`src/rtl/raster_pkg.sv`:
```
// Shared definitions for the raster sweep counter.
// Holds the sweep FSM state type and default frame-buffer geometry.
package raster_pkg;

  // Default frame-buffer geometry; the coordinate widths below cover it.
  localparam int unsigned FB_WIDTH    = 160;
  localparam int unsigned FB_HEIGHT   = 120;
  localparam int unsigned DEFAULT_X_W = 8;
  localparam int unsigned DEFAULT_Y_W = 7;

  typedef enum logic [1:0] {
    StIdle,
    StRun,
    StDone
  } sweep_state_e;

endpackage

```
`src/rtl/sweep_axis_counter.sv`:
```
// One axis of the raster sweep.
// Ports:
//   clk, reset  clock and synchronous active-low reset (value -> 0)
//   load        force value to load_val (takes priority over step)
//   load_val    start edge of the window
//   end_val     inclusive end edge of the window
//   step        advance one position; wraps to load_val from end_val
//   wrap        value sits at end_val, so the next step reloads load_val
//   value       current coordinate
module sweep_axis_counter #(
  parameter int unsigned W = 8
) (
  input  logic         clk,
  input  logic         reset,
  input  logic         load,
  input  logic [W-1:0] load_val,
  input  logic [W-1:0] end_val,
  input  logic         step,
  output logic         wrap,
  output logic [W-1:0] value
);

  logic [W-1:0] value_q;

  // Equality compare against an inclusive edge: the counter can never pass end_val.
  assign wrap  = (value_q == end_val);
  assign value = value_q;

  always_ff @(posedge clk) begin
    if (!reset) begin
      value_q <= '0;
    end else if (load) begin
      value_q <= load_val;
    end else if (step) begin
      value_q <= wrap ? load_val : value_q + W'(1);
    end
  end

endmodule

```
`src/rtl/raster_sweep_counter.sv`:
```
// Raster sweep counter: walks an inclusive (x, y) window one coordinate per accepted beat,
// x fastest, with pause, abort, one-shot/continuous mode and a wrapping frame counter.
// Ports:
//   clk, reset                    clock, synchronous active-low reset
//   start, abort, enable          control (start sampled only in idle; abort wins over start)
//   continuous                    restart window after the last beat (latched on start)
//   x_start/x_end/y_start/y_end   window, latched on an accepted start
//   ready                         downstream accepts the beat this cycle
//   x, y                          current coordinate
//   valid, first, last, busy      combinational beat/status flags
//   done                          one-cycle pulse after a window completes
//   err                           sticky inverted-window flag, cleared by next accepted start
//   frame_count                   completed frames since reset (wraps)
module raster_sweep_counter
  import raster_pkg::*;
#(
  parameter int unsigned X_W  = DEFAULT_X_W,
  parameter int unsigned Y_W  = DEFAULT_Y_W,
  parameter int unsigned FC_W = 8
) (
  input  logic            clk,
  input  logic            reset,
  input  logic            start,
  input  logic            abort,
  input  logic            enable,
  input  logic            continuous,
  input  logic [X_W-1:0]  x_start,
  input  logic [X_W-1:0]  x_end,
  input  logic [Y_W-1:0]  y_start,
  input  logic [Y_W-1:0]  y_end,
  input  logic            ready,
  output logic [X_W-1:0]  x,
  output logic [Y_W-1:0]  y,
  output logic            valid,
  output logic            first,
  output logic            last,
  output logic            busy,
  output logic            done,
  output logic            err,
  output logic [FC_W-1:0] frame_count
);

  sweep_state_e state_q, state_d;

  logic [X_W-1:0]  xs_q, xe_q;
  logic [Y_W-1:0]  ys_q, ye_q;
  logic            cont_q;
  logic            err_q;
  logic            done_q, done_d;
  logic [FC_W-1:0] fc_q;

  logic            win_ok, start_acc, accept, frame_end;
  logic            load, x_step, y_step, x_wrap, y_wrap;
  logic [X_W-1:0]  x_load_val;
  logic [Y_W-1:0]  y_load_val;

  assign win_ok    = (x_start <= x_end) && (y_start <= y_end);
  assign start_acc = (state_q == StIdle) && start && !abort;
  assign accept    = valid && ready;
  // The abort-cycle beat may be taken downstream but never completes a frame.
  assign frame_end = accept && x_wrap && y_wrap && !abort;

  assign load   = start_acc && win_ok;
  // A one-shot window parks on its last coordinate instead of wrapping.
  assign x_step = accept && !abort && !(frame_end && !cont_q);
  assign y_step = x_step && x_wrap;

  // Load from the live inputs on start; later wraps reload from the latched edges.
  assign x_load_val = (state_q == StIdle) ? x_start : xs_q;
  assign y_load_val = (state_q == StIdle) ? y_start : ys_q;

  sweep_axis_counter #(
    .W (X_W)
  ) u_x_axis (
    .clk      (clk),
    .reset    (reset),
    .load     (load),
    .load_val (x_load_val),
    .end_val  (xe_q),
    .step     (x_step),
    .wrap     (x_wrap),
    .value    (x)
  );

  sweep_axis_counter #(
    .W (Y_W)
  ) u_y_axis (
    .clk      (clk),
    .reset    (reset),
    .load     (load),
    .load_val (y_load_val),
    .end_val  (ye_q),
    .step     (y_step),
    .wrap     (y_wrap),
    .value    (y)
  );

  always_comb begin
    state_d = state_q;
    done_d  = 1'b0;
    unique case (state_q)
      StIdle: begin
        if (start_acc) begin
          state_d = win_ok ? StRun : StDone;
          done_d  = !win_ok;
        end
      end
      StRun: begin
        if (frame_end) begin
          done_d = 1'b1;
          if (!cont_q) state_d = StDone;
        end
      end
      StDone:  state_d = StIdle;
      default: state_d = StIdle;
    endcase
    if (abort) begin
      state_d = StIdle;
      done_d  = 1'b0;
    end
  end

  always_ff @(posedge clk) begin
    if (!reset) begin
      state_q <= StIdle;
      done_q  <= 1'b0;
      err_q   <= 1'b0;
      fc_q    <= '0;
      cont_q  <= 1'b0;
      xs_q    <= '0;
      xe_q    <= '0;
      ys_q    <= '0;
      ye_q    <= '0;
    end else begin
      state_q <= state_d;
      done_q  <= done_d;
      if (start_acc) begin
        xs_q   <= x_start;
        xe_q   <= x_end;
        ys_q   <= y_start;
        ye_q   <= y_end;
        cont_q <= continuous;
        err_q  <= !win_ok;
      end
      if (frame_end) fc_q <= fc_q + FC_W'(1);
    end
  end

  assign busy        = (state_q == StRun);
  assign valid       = busy && enable;
  assign first       = valid && (x == xs_q) && (y == ys_q);
  assign last        = valid && x_wrap && y_wrap;
  assign done        = done_q;
  assign err         = err_q;
  assign frame_count = fc_q;

endmodule

```
`config.mk`:
```
export PLATFORM = sky130hd
export DESIGN_NAME = raster_sweep_counter
export DESIGN_NICKNAME = d
export VERILOG_FILES = /design/src/rtl/raster_pkg.sv /design/src/rtl/sweep_axis_counter.sv /design/src/rtl/raster_sweep_counter.sv
export SDC_FILE = /design/constraint.sdc
export NUM_CORES = 1
export LEC_CHECK = 0
export ABC_AREA = 1
export CAP_MARGIN = 20
export CORE_ASPECT_RATIO = 0.7
export CORE_MARGIN = 5
export CORE_UTILIZATION = 30
export DETAILED_ROUTE_END_ITERATION = 10
export SLEW_MARGIN = 20
export SYNTH_ARGS = -nofsm -noshare
export SYNTH_HDL_FRONTEND = slang
export SYNTH_HIERARCHICAL = 1
export SYNTH_SLANG_ARGS = --single-unit
```
`constraint.sdc`:
```
create_clock -name clk -period 4.6 [get_ports clk]
set_input_delay 1.15 -clock clk [delete_from_list [all_inputs] [get_ports clk]]
set_output_delay 1.15 -clock clk [all_outputs]
set_load 0.01 [all_outputs]
```
==> reports/results.md <==
| Metric | Value | Unit |
|---|---|---|
| Run status | completed | - |
| Register-to-register setup slack | 1.40 | ns |
| Synthesis-to-layout area growth | 28.7 | % |
| CP Capture Point | first | - |
| Final Total Pwr | 1.49 | mW |
| Switching part of the total power | 29.1 | % |
| Initial drt markers | 265 | - |
| GRT Resource Usage Total | 15.2 | % |
| Fmax achieved | 0.244 | GHz |
| Syn_area_per_cell | 6.66 | um2 |
| Final Max Tran Viols | 0 | - |
| Ant. Diodes | 0 | - |
| Remaining Overflow, GRT | 0 | - |
| Number of fillers in the final layout | 1260 | - |
| Data arrival time at the worst-slack endpoint | 2.95 | ns |
| Clock input transition at the sequential cells of the worst setup and hold paths | 0.05 | ns |
| Largest net degree at the start of global routing | 43 | - |
| Net switching power | 433 | uW |
| Number of setup violations in the final report | 0 | - |
| Die width | 143 | um |
| Vias | 3753 | - |
| Kind of start point of the critical path | input pin | - |
| Worst setup path startpoint | enable | - |
| Area used by multi-input combinational logic | 2120 | um2 |
| Hold violation count in the final report | 0 | - |
| Global-route wire length before repair | 17500 | um |
| Final net count | 680 | - |
| Worst-skew pair later-pin latency | 0.32 | ns |
| PD cells | 311 | nW/um2 |
| Placeable core area | 12300 | um2 |
| Depth of the most critical reg-to-reg path | 14 | - |
| Unrepaired setup endpoints after global routing | false | - |
| Warning count from the yosys run | 6 | - |
| Number of antenna-violating nets in the routed design | 0 | - |
| Post-Synthesis Cells | 559 | - |
| Share of the clock period used by the worst path after layout | 89.1 | % |
| Number of buffers created by CTS | 9 | - |
| Number of clock sinks | 58 | - |
| Sequential element share of the synthesized area | 31.2 | % |
| Data required time of the critical path | 3.45 | ns |
| Port bufs | 65 | - |
| Setup TNS after final layout | 0 | ns |
| CP Capture Type | primary output | - |
| Critical-path maximum fanout | 2 | - |
| Routed length per placed instance | 13.8 | um |
| Placement Rows | 34 | - |
| Max_slew headroom | 64.1 | % |
| Final HPWL DP | 8180 | um |
| Die outline height | 103 | um |
| Register area | 1160 | um2 |
| Highest ir drop seen on vdd | 0.000166 | V |
| Final routed wirelength across all metal layers | 10900 | um |
| Post-Layout Inst Area | 4790 | um2 |
| Total nets after synthesis | 614 | - |
| Post-CTS setup repair buffer count | 0 | - |
| Beginning of the worst register-to-register path | u_x_axis/value[2]$_SDFFE_PN0P_ | - |
| Library cell used as clock root buffer | sky130_fd_sc_hd__clkbuf_16 | - |
| Total of hold buffers inserted after clock tree synthesis | 0 | - |
| Mapped Area | 3720 | um2 |
| Worst-case hold slack | 0.476 | ns |
| Number of DRC violations after detailed routing | 0 | - |
| Fraction of layout cells with a size suffix above 1 | 7.18 | % |
| Measured slew at the worst slew-check pin | 0.536 | ns |
| Standby leakage power | 2.17 | nW |
| Number of global-route vias before repair | 3354 | - |
| Area enclosed by the die boundary | 14800 | um2 |
| Relative contribution of the clock network to total power | 40.2 | % |
| Register bit count reported by yosys | 58 | - |
| Htree depth | 3 | - |
| End of the worst register-to-register path | u_x_axis/value[1]$_SDFFE_PN0P_ | - |
| Top Ports | 66 | - |
| Cell Int Power | 1.06 | mW |
| Initial cell density of the core | 30.3 | % |
| Length of the first detailed-routing pass in iterations | 5 | - |
| Antenna violations before repair | 0 | - |
| CTS tree | done | - |
| Portion of total power attributed to combinational logic | 21.2 | % |
| Min cycle time layout | 4.10 | ns |
| Register share of total power | 38.6 | % |
| Count of instances resized after the clock tree is built | 0 | - |
| Max-cap viol count | 0 | - |
| Placed cell area | 4530 | um2 |
| Maximum clock skew at final layout | 0.00707 | ns |
| Count of cell types in the netlist | 35 | - |
| Critical Setup Path Class | input pin to primary output | - |
| Post-detailed-route via-to-cell ratio | 4.76 | - |
| Final weighted congestion in routability-driven placement | 0.850 | - |
| Worst-case clock buffer depth | 2 | - |
| Worst hold-check path type | flop to flop | - |
cells by family (layout without fill, tap and decap cells):
family / Yosys count / count (layout) / synth area share [%]
AO/OA/AOI/OAI: 110 / 110 / 15.6
XOR/XNOR: 29 / 29 / 7.02
AND/OR/NAND/NOR: 235 / 235 / 28.4
adder cells (fa/ha/maj): 18 / 18 / 6.05
flip-flops: 58 / 58 / 31.2
buffers and inverters: 109 / 177 / 11.9
worst min-delay path by stage:
stage / start / endpoint / slack [ns] / cells past startpoint
after floorplan: ys_q[0]$_SDFFE_PN0P_ / ys_q[0]$_SDFFE_PN0P_ / 0.45 / 2
after global placement: ys_q[0]$_SDFFE_PN0P_ / ys_q[0]$_SDFFE_PN0P_ / 0.46 / 2
after detailed placement: cont_q$_SDFFE_PN0P_ / cont_q$_SDFFE_PN0P_ / 0.47 / 2
after CTS: cont_q$_SDFFE_PN0P_ / cont_q$_SDFFE_PN0P_ / 0.48 / 2
after global routing: xs_q[4]$_SDFFE_PN0P_ / xs_q[4]$_SDFFE_PN0P_ / 0.49 / 2
final: ys_q[3]$_SDFFE_PN0P_ / ys_q[3]$_SDFFE_PN0P_ / 0.48 / 2
power groups by stage:
stage / Sequential, mW / Combinational (mW) / Clock [mW]
6_report: 0.575 / 0.316 / 0.598
5_1_grt: 0.579 / 0.354 / 0.646
4_1_cts: 0.574 / 0.315 / 0.618
3_5_place_dp: 0.584 / 0.313 / 0
3_3_place_gp: 0.583 / 0.309 / 0
2_1_floorplan: 0.575 / 0.210 / 0
synth_stat cells:
cell	n	area (um2)
sky130_fd_sc_hd__a21boi_1	1	7.51
sky130_fd_sc_hd__a21boi_2	1	11.3
sky130_fd_sc_hd__a21o_1	2	15.0
sky130_fd_sc_hd__a21oi_1	50	250
sky130_fd_sc_hd__a21oi_2	1	8.76
sky130_fd_sc_hd__a221oi_1	3	26.3
sky130_fd_sc_hd__buf_2	1	5.00
sky130_fd_sc_hd__buf_4	1	7.51
sky130_fd_sc_hd__buf_6	3	33.8
sky130_fd_sc_hd__clkbuf_1	10	37.5
sky130_fd_sc_hd__clkinv_1	4	15.0
sky130_fd_sc_hd__clkinv_4	1	8.76
sky130_fd_sc_hd__dfxtp_1	58	1160
sky130_fd_sc_hd__ha_1	18	225
sky130_fd_sc_hd__inv_1	86	323
sky130_fd_sc_hd__inv_2	3	11.3
sky130_fd_sc_hd__nand2_1	128	480
sky130_fd_sc_hd__nand2_2	3	18.8
sky130_fd_sc_hd__nand2_4	3	33.8
sky130_fd_sc_hd__nand3_1	43	215
sky130_fd_sc_hd__nand3_2	2	20.0
sky130_fd_sc_hd__nand4_1	3	18.8
sky130_fd_sc_hd__nor2_1	34	128
sky130_fd_sc_hd__nor2_2	4	25.0
sky130_fd_sc_hd__nor2_4	2	22.5
sky130_fd_sc_hd__nor3_1	3	15.0
sky130_fd_sc_hd__nor3_4	1	16.3
sky130_fd_sc_hd__nor3b_2	1	12.5
sky130_fd_sc_hd__nor4_1	2	12.5
sky130_fd_sc_hd__o21ai_0	36	180
sky130_fd_sc_hd__o21ai_1	16	80.1
sky130_fd_sc_hd__or2_2	6	37.5
sky130_fd_sc_hd__xnor2_1	12	105
sky130_fd_sc_hd__xnor2_2	1	16.3
sky130_fd_sc_hd__xor2_1	16	140
final cells by class:
type	instances	area share [%]
Inverter	94	7.47
Timing Repair Buffer	70	14.4
Sequential cell	58	24.2
Tap cell	162	4.23
Multi-Input combinational cell	392	44.3
Clock buffer	13	5.43
per-stage QoR:
stage                     setup slack [ns]  instances  utilization, %
final                                0.503        789            39.0
after global routing                 0.422        789            39.0
after floorplan                       1.51        559               -
after global placement               0.498        776            36.9
after detailed placement             0.504        776            36.9
after CTS                            0.492        789            39.0
sequential cells by signal, indices dropped and copies added, names as in the netlist:
name and count:
ys_q 7, frame_count 8, cont_q 1, xe_q 8, done 1, xs_q 8
ye_q 7, u_y_axis/value 7, err 1, state_q 2, u_x_axis/value 8
critical path, cell delays in order:
cell                              delay (ns)
sky130_fd_sc_hd__clkdlybuf4s50_1        0.53
sky130_fd_sc_hd__inv_1                  0.05
sky130_fd_sc_hd__nor2_1                 0.15
sky130_fd_sc_hd__nand2_1                0.07
sky130_fd_sc_hd__a221oi_1               0.20
sky130_fd_sc_hd__nand2_1                0.10
sky130_fd_sc_hd__nor2_1                 0.11
sky130_fd_sc_hd__clkdlybuf4s50_1        0.58
routing by layer:
layer	global-route usage [%]	part of all wire (%)	wire, um
met1	21.8	50	5450
met2	22.0	42	4580
met3	4.78	7.2	789
met4	3.94	0.95	104
met5	0	0	0
cell usage in the layout, fill, tap and decap left out, types with 2 or more instances in the layout:
cell type	count
sky130_fd_sc_hd__nand2_1	128
sky130_fd_sc_hd__inv_1	86
sky130_fd_sc_hd__clkdlybuf4s50_1	65
sky130_fd_sc_hd__dfxtp_1	58
sky130_fd_sc_hd__a21oi_1	50
sky130_fd_sc_hd__nand3_1	43
sky130_fd_sc_hd__o21ai_0	36
sky130_fd_sc_hd__nor2_1	34
sky130_fd_sc_hd__ha_1	18
sky130_fd_sc_hd__xor2_1	16
sky130_fd_sc_hd__o21ai_1	16
sky130_fd_sc_hd__xnor2_1	12
sky130_fd_sc_hd__clkbuf_16	9
sky130_fd_sc_hd__or2_2	6
sky130_fd_sc_hd__buf_4	5
sky130_fd_sc_hd__nor2_2	4
sky130_fd_sc_hd__clkinv_1	4
sky130_fd_sc_hd__inv_2	3
sky130_fd_sc_hd__nand2_2	3
sky130_fd_sc_hd__a221oi_1	3
sky130_fd_sc_hd__nand4_1	3
sky130_fd_sc_hd__nand2_4	3
sky130_fd_sc_hd__nor3_1	3
sky130_fd_sc_hd__nor2_4	2
sky130_fd_sc_hd__nand3_2	2
sky130_fd_sc_hd__nor4_1	2
sky130_fd_sc_hd__a21o_1	2
sky130_fd_sc_hd__clkbuf_1	2
sky130_fd_sc_hd__clkbuf_8	2
Note: power is estimated with default switching activity, not from simulation.
